<file path="src/rtl/path_replayer.sv">
// Replays a 2-bit move stream from (0,0) against maze memory and issues an ok/err verdict.
// One move per 4 cycles (WAIT,CHECK,READ,EVAL); move_ready high only while waiting for a move.
module path_replayer #(
   parameter int N         = 4,
   parameter int GOAL_X    = 15,
   parameter int GOAL_Y    = 15,
   parameter int MAX_STEPS = 255
) (
   input  logic           i_clk,
   input  logic           i_rst_n,
   input  logic           i_start,
   input  logic           i_move_valid,
   input  logic [1:0]     i_move,
   output logic           o_move_ready,
   input  logic           i_path_done,
   output logic           o_mem_rd,
   output logic [2*N-1:0] o_mem_addr,
   input  logic           i_mem_dout,
   output logic [N-1:0]   o_x,
   output logic [N-1:0]   o_y,
   output logic [8:0]     o_steps,
   output logic           o_busy,
   output logic           o_ok,
   output logic           o_err,
   output logic [1:0]     o_err_code
);

   typedef enum logic [2:0] {S_IDLE, S_WAIT, S_CHECK, S_READ, S_EVAL, S_OK, S_ERR} state_t;

   localparam logic [N-1:0] L_GX   = N'(GOAL_X);
   localparam logic [N-1:0] L_GY   = N'(GOAL_Y);
   localparam logic [8:0]   L_MAX  = 9'(MAX_STEPS);
   localparam logic [N:0]   L_ONE  = (N+1)'(1);

   state_t       r_state, w_state_nxt;
   logic [N-1:0] r_x, r_y, r_nx, r_ny, w_x_nxt, w_y_nxt, w_nx_nxt, w_ny_nxt;
   logic [1:0]   r_move, w_move_nxt;
   logic [8:0]   r_steps, w_steps_nxt;
   logic [1:0]   r_code, w_code_nxt;
   logic         r_pend, w_pend_nxt;
   logic [N:0]   w_cx, w_cy;
   logic         w_goal;

   // Extra MSB catches both borrow below 0 and carry past 2**N-1.
   always_comb begin
      w_cx = {1'b0, r_x};
      w_cy = {1'b0, r_y};
      case (r_move)
         2'b00:   w_cx = {1'b0, r_x} + L_ONE;
         2'b01:   w_cy = {1'b0, r_y} - L_ONE;
         2'b10:   w_cx = {1'b0, r_x} - L_ONE;
         default: w_cy = {1'b0, r_y} + L_ONE;
      endcase
   end

   assign w_goal = (r_x == L_GX) && (r_y == L_GY);

   always_comb begin
      w_state_nxt  = r_state;
      w_x_nxt      = r_x;
      w_y_nxt      = r_y;
      w_nx_nxt     = r_nx;
      w_ny_nxt     = r_ny;
      w_move_nxt   = r_move;
      w_steps_nxt  = r_steps;
      w_code_nxt   = r_code;
      w_pend_nxt   = r_pend;
      o_move_ready = 1'b0;
      o_mem_rd     = 1'b0;
      o_mem_addr   = '0;
      case (r_state)
         S_IDLE, S_OK, S_ERR: begin
            if (i_start) begin
               w_state_nxt = S_WAIT;
               w_x_nxt     = '0;
               w_y_nxt     = '0;
               w_steps_nxt = '0;
               w_code_nxt  = 2'b00;
               w_pend_nxt  = 1'b0;
            end
         end
         S_WAIT: begin
            o_move_ready = 1'b1;
            if (i_move_valid) begin
               w_move_nxt  = i_move;
               w_steps_nxt = r_steps + 9'd1;
               if (i_path_done) w_pend_nxt = 1'b1;
               if (r_steps == L_MAX) begin
                  w_state_nxt = S_ERR;
                  w_code_nxt  = 2'b11;
               end else begin
                  w_state_nxt = S_CHECK;
               end
            end else if (r_pend || i_path_done) begin
               w_state_nxt = w_goal ? S_OK : S_ERR;
               if (!w_goal) w_code_nxt = 2'b11;
            end
         end
         S_CHECK: begin
            if (i_path_done) w_pend_nxt = 1'b1;
            if (w_cx[N] || w_cy[N]) begin
               w_state_nxt = S_ERR;
               w_code_nxt  = 2'b01;
            end else begin
               w_state_nxt = S_READ;
               w_nx_nxt    = w_cx[N-1:0];
               w_ny_nxt    = w_cy[N-1:0];
            end
         end
         S_READ: begin
            if (i_path_done) w_pend_nxt = 1'b1;
            o_mem_rd    = 1'b1;
            o_mem_addr  = {r_ny, r_nx};
            w_state_nxt = S_EVAL;
         end
         S_EVAL: begin
            if (i_path_done) w_pend_nxt = 1'b1;
            o_mem_addr = {r_ny, r_nx};
            if (i_mem_dout) begin
               w_state_nxt = S_ERR;
               w_code_nxt  = 2'b10;
            end else begin
               w_state_nxt = S_WAIT;
               w_x_nxt     = r_nx;
               w_y_nxt     = r_ny;
            end
         end
         default: w_state_nxt = S_IDLE;
      endcase
   end

   always_ff @(posedge i_clk or negedge i_rst_n) begin
      if (!i_rst_n) begin
         r_state <= S_IDLE;
         r_x     <= '0;
         r_y     <= '0;
         r_nx    <= '0;
         r_ny    <= '0;
         r_move  <= 2'b00;
         r_steps <= '0;
         r_code  <= 2'b00;
         r_pend  <= 1'b0;
      end else begin
         r_state <= w_state_nxt;
         r_x     <= w_x_nxt;
         r_y     <= w_y_nxt;
         r_nx    <= w_nx_nxt;
         r_ny    <= w_ny_nxt;
         r_move  <= w_move_nxt;
         r_steps <= w_steps_nxt;
         r_code  <= w_code_nxt;
         r_pend  <= w_pend_nxt;
      end
   end

   assign o_x        = r_x;
   assign o_y        = r_y;
   assign o_steps    = r_steps;
   assign o_err_code = r_code;
   assign o_busy     = (r_state == S_WAIT) || (r_state == S_CHECK) ||
                       (r_state == S_READ) || (r_state == S_EVAL);
   assign o_ok       = (r_state == S_OK);
   assign o_err      = (r_state == S_ERR);

endmodule
</file>
<file path="config.mk">
export PLATFORM = sky130hd
export DESIGN_NAME = path_replayer
export DESIGN_NICKNAME = d
export VERILOG_FILES = /design/src/rtl/path_replayer.sv
export SDC_FILE = /design/constraint.sdc
export NUM_CORES = 1
export LEC_CHECK = 0
export CORE_MARGIN = 5
export CORE_UTILIZATION = 33
export DETAILED_ROUTE_END_ITERATION = 10
export PLACE_DENSITY = 0.51
export SLEW_MARGIN = 20
export SYNTH_ARGS = -nofsm -noshare
export SYNTH_HDL_FRONTEND = slang
export SYNTH_SLANG_ARGS = --single-unit
</file>
<file path="constraint.sdc">
create_clock -name i_clk -period 2.92 [get_ports i_clk]
set_input_delay 0.438 -clock i_clk [delete_from_list [all_inputs] [get_ports i_clk]]
set_output_delay 0.438 -clock i_clk [all_outputs]
set_load 0.02 [all_outputs]
</file>
==> results.md <==
* Status: finished, final reports clean
* Unrepaired setup endpoints after global routing: no
* Register bit count reported by yosys at 33
* Critical path class: flip-flop to output pin
* FP Rows at 28
* TNS Setup at 0 ps
* Critical path data arrival time at 2140 ps
* Final hold vios at 0
* Dpl cells at 338
* Core Region at 5960 µm²
* Synth warn at 0
* Grt met1 use at 0.185
* Grt met3 use at 0.0372
* Maximum fanout along the worst path at 16
* Setup crit end kind: output pin
* Die Area at 7810 µm²
* Post-synthesis cell count at 228
* Antenna Cells at 0
* Slew HR at 0.674
* Initial antenna violation count at 0
* Pleak at 1.14 nW
* # hold bufs at CTS at 0
* First-pass GRT wire length at 8.38 mm
* Reg2Reg Setup Slack at 340 ps
* Layout cells sized above 1 at 0.100
* Fmax at 0.388 GHz
* IO Port Bufs at 39
* Die outline height at 88.4 µm
* Drt wl/cell at 14.5 µm
* H-tree Lvls at 2
* Reg2reg path depth at 8
* Die width at 88.4 µm
* Largest net degree at the start of global routing at 34
* Hold Path Depth at 2
* Post-synthesis async set-or-reset flop share at 1.00
* Most frequent cells in the layout: clkdlybuf4s50_1, dfrtp_1, nand2_1
* Via Count at 1743
* Mapped Area at 2030 µm²
* Fin area at 2590 µm²
* Drt initial violations at 104
* DR DRC count at 0
* 1st-pass router iterations at 4
* WL final at 4.97 mm
* Setup crit start kind: flip-flop
* Via density at 5.07
* # resized after CTS at 0
* Worst clock skew at 3.95 ps
* Hold WC Path Type: flip-flop to flip-flop
* Share of the yosys chip area belonging to registers at 0.407
* Worst-skew pair later-pin latency at 280 ps
* Placed standard-cell area at 2520 µm²
* Initial Util at 0.340
* Final cell count without fillers at 344
* CTS tree: built
* Vias in the first global route at 1714
* Post-Syn Area per Cell at 8.89 µm²
* GRT Total Usage at 0.137
* Max-slew violations at 0
* Post-synth cell types at 45
* Worst-Margin Slew at 487 ps
* Tmin final at 2580 ps
* Post-synth EDFFs at 0
* Register clock-pin slew on the reported worst setup and hold paths at 60 ps
* Ports at 40
* DP HPWL at 3.66 mm
* Final GP Congestion at 0.797
* Ys flop type: dfrtp_1
* Setup bufs post-CTS at 0
* WP data required at 2480 ps
* DRT antenna net count at 0
* GR peak layer: met2
* Syn nets at 240
* VDD IR-drop max at 0.316 mV
* Longest Clk Path Bufs at 2
* Commonest non-fill, non-tap cell in the layout: clkdlybuf4s50_1
* Total clock sinks at 33
* Gr ovfl total at 0
* Layout area overhead at 27.8%
* # nets final at 282
* GR Layer Usage met2 at 0.220
* Max Cap Viol at 0
* Clock root cell: clkbuf_8
* Cell Pwr Density at 942 nW/µm²
* Final Cycle Share at 0.883
* CTS Buf Count at 5
* Final setup vio count at 0
-- final cells by class --
type	count	area [µm²]
fill	614	3370
multi-input combinational	178	1130
sequential	33	826
timing repair buffer	47	450
tap	75	93.8
clock buffer	5	68.8
inverter	5	18.8
clock inverter	1	5.00
-- path summary, 6_finish.rpt --
check | from | to
worst max-delay path | r_state[1]$_DFFE_PN0P_ | o_mem_addr[2]
min in group asynchronous | i_rst_n | r_state[1]$_DFFE_PN0P_
worst min-delay path | r_ny[0]$_DFFE_PN0P_ | r_ny[0]$_DFFE_PN0P_
worst min register to register | r_ny[0]$_DFFE_PN0P_ | r_ny[0]$_DFFE_PN0P_
worst max register to register | r_move[1]$_DFFE_PN0P_ | o_err_code[1]$_DFFE_PN0P_
max in group asynchronous | i_rst_n | o_x[2]$_DFFE_PN0P_
-- cell usage after synthesis (2+ instances only) --
cell type / number / area share
xnor2_1: 7 / 0.030
nand2_1: 26 / 0.048
clkbuf_1: 8 / 0.015
a31oi_1: 2 / 0.0062
and2_1: 10 / 0.031
o31ai_1: 3 / 0.011
nand2b_1: 9 / 0.028
nor2_1: 19 / 0.035
ha_1: 4 / 0.025
nor2b_1: 5 / 0.015
nor3_1: 4 / 0.0099
and3_1: 14 / 0.043
a21oi_1: 8 / 0.020
dfrtp_1: 33 / 0.41
inv_1: 5 / 0.0093
nand4_1: 2 / 0.0062
o21ai_0: 25 / 0.062
mux2_2: 10 / 0.056
a211oi_1: 2 / 0.0074
xor2_1: 2 / 0.0086
nand3_1: 3 / 0.0074
buf_2: 2 / 0.0049
nor3b_1: 2 / 0.0074
mux2i_1: 2 / 0.0099
-- per-stage QoR --
step | total power [mW] | hold WS, ps | setup slack, ps | util
2_1_floorplan | 1.67 | 142 | 531 | -
4_1_cts | 2.47 | 496 | 334 | 0.435
3_5_place_dp | 2.15 | 480 | 340 | 0.422
3_3_place_gp | 2.15 | 479 | 463 | 0.422
5_1_grt | 2.66 | 534 | 159 | 0.435
6_report | 2.44 | 491 | 342 | 0.435
-- cells by family (layout without fill, tap and decap cells) --
logic type               after synthesis  in the layout  synth area share
adder cells (fa/ha/maj)                4              4            0.0247
AND/OR/NAND/NOR                      100            100             0.257
AO/OA/AOI/OAI                         52             52             0.165
XOR/XNOR                               9              9            0.0389
multiplexers                          13             13            0.0710
buffers and inverters                 17             58            0.0364
flip-flops                            33             33             0.407
-- flip-flops by register name (all words and copies together), names as in the netlist --
name        count
o_err_code      2
o_steps         9
o_x             4
o_y             4
r_move          2
r_nx            4
r_ny            4
r_pend          1
r_state         3
-- metal layers --
layer / up-vias / wire (µm)
met1: 807 / 2380
met2: 45 / 2280
met4: 0 / 40
met3: 4 / 261
li1: 887 / -
met5: - / 0
-- report_power, final --
group	switching, mW	internal (mW)
Sequential	0.180	0.594
Clock	0.152	0.156
Combinational	0.716	0.640
Total	1.05	1.39
-- worst max-delay path, cell delays in order (launching register included) --
cell             delay (ps)
dfrtp_1                 620
nand2_1                 180
o21ai_0                 170
buf_4                   170
and2_1                  130
clkdlybuf4s50_1         600
Note: power is estimated with default switching activity, not from simulation.
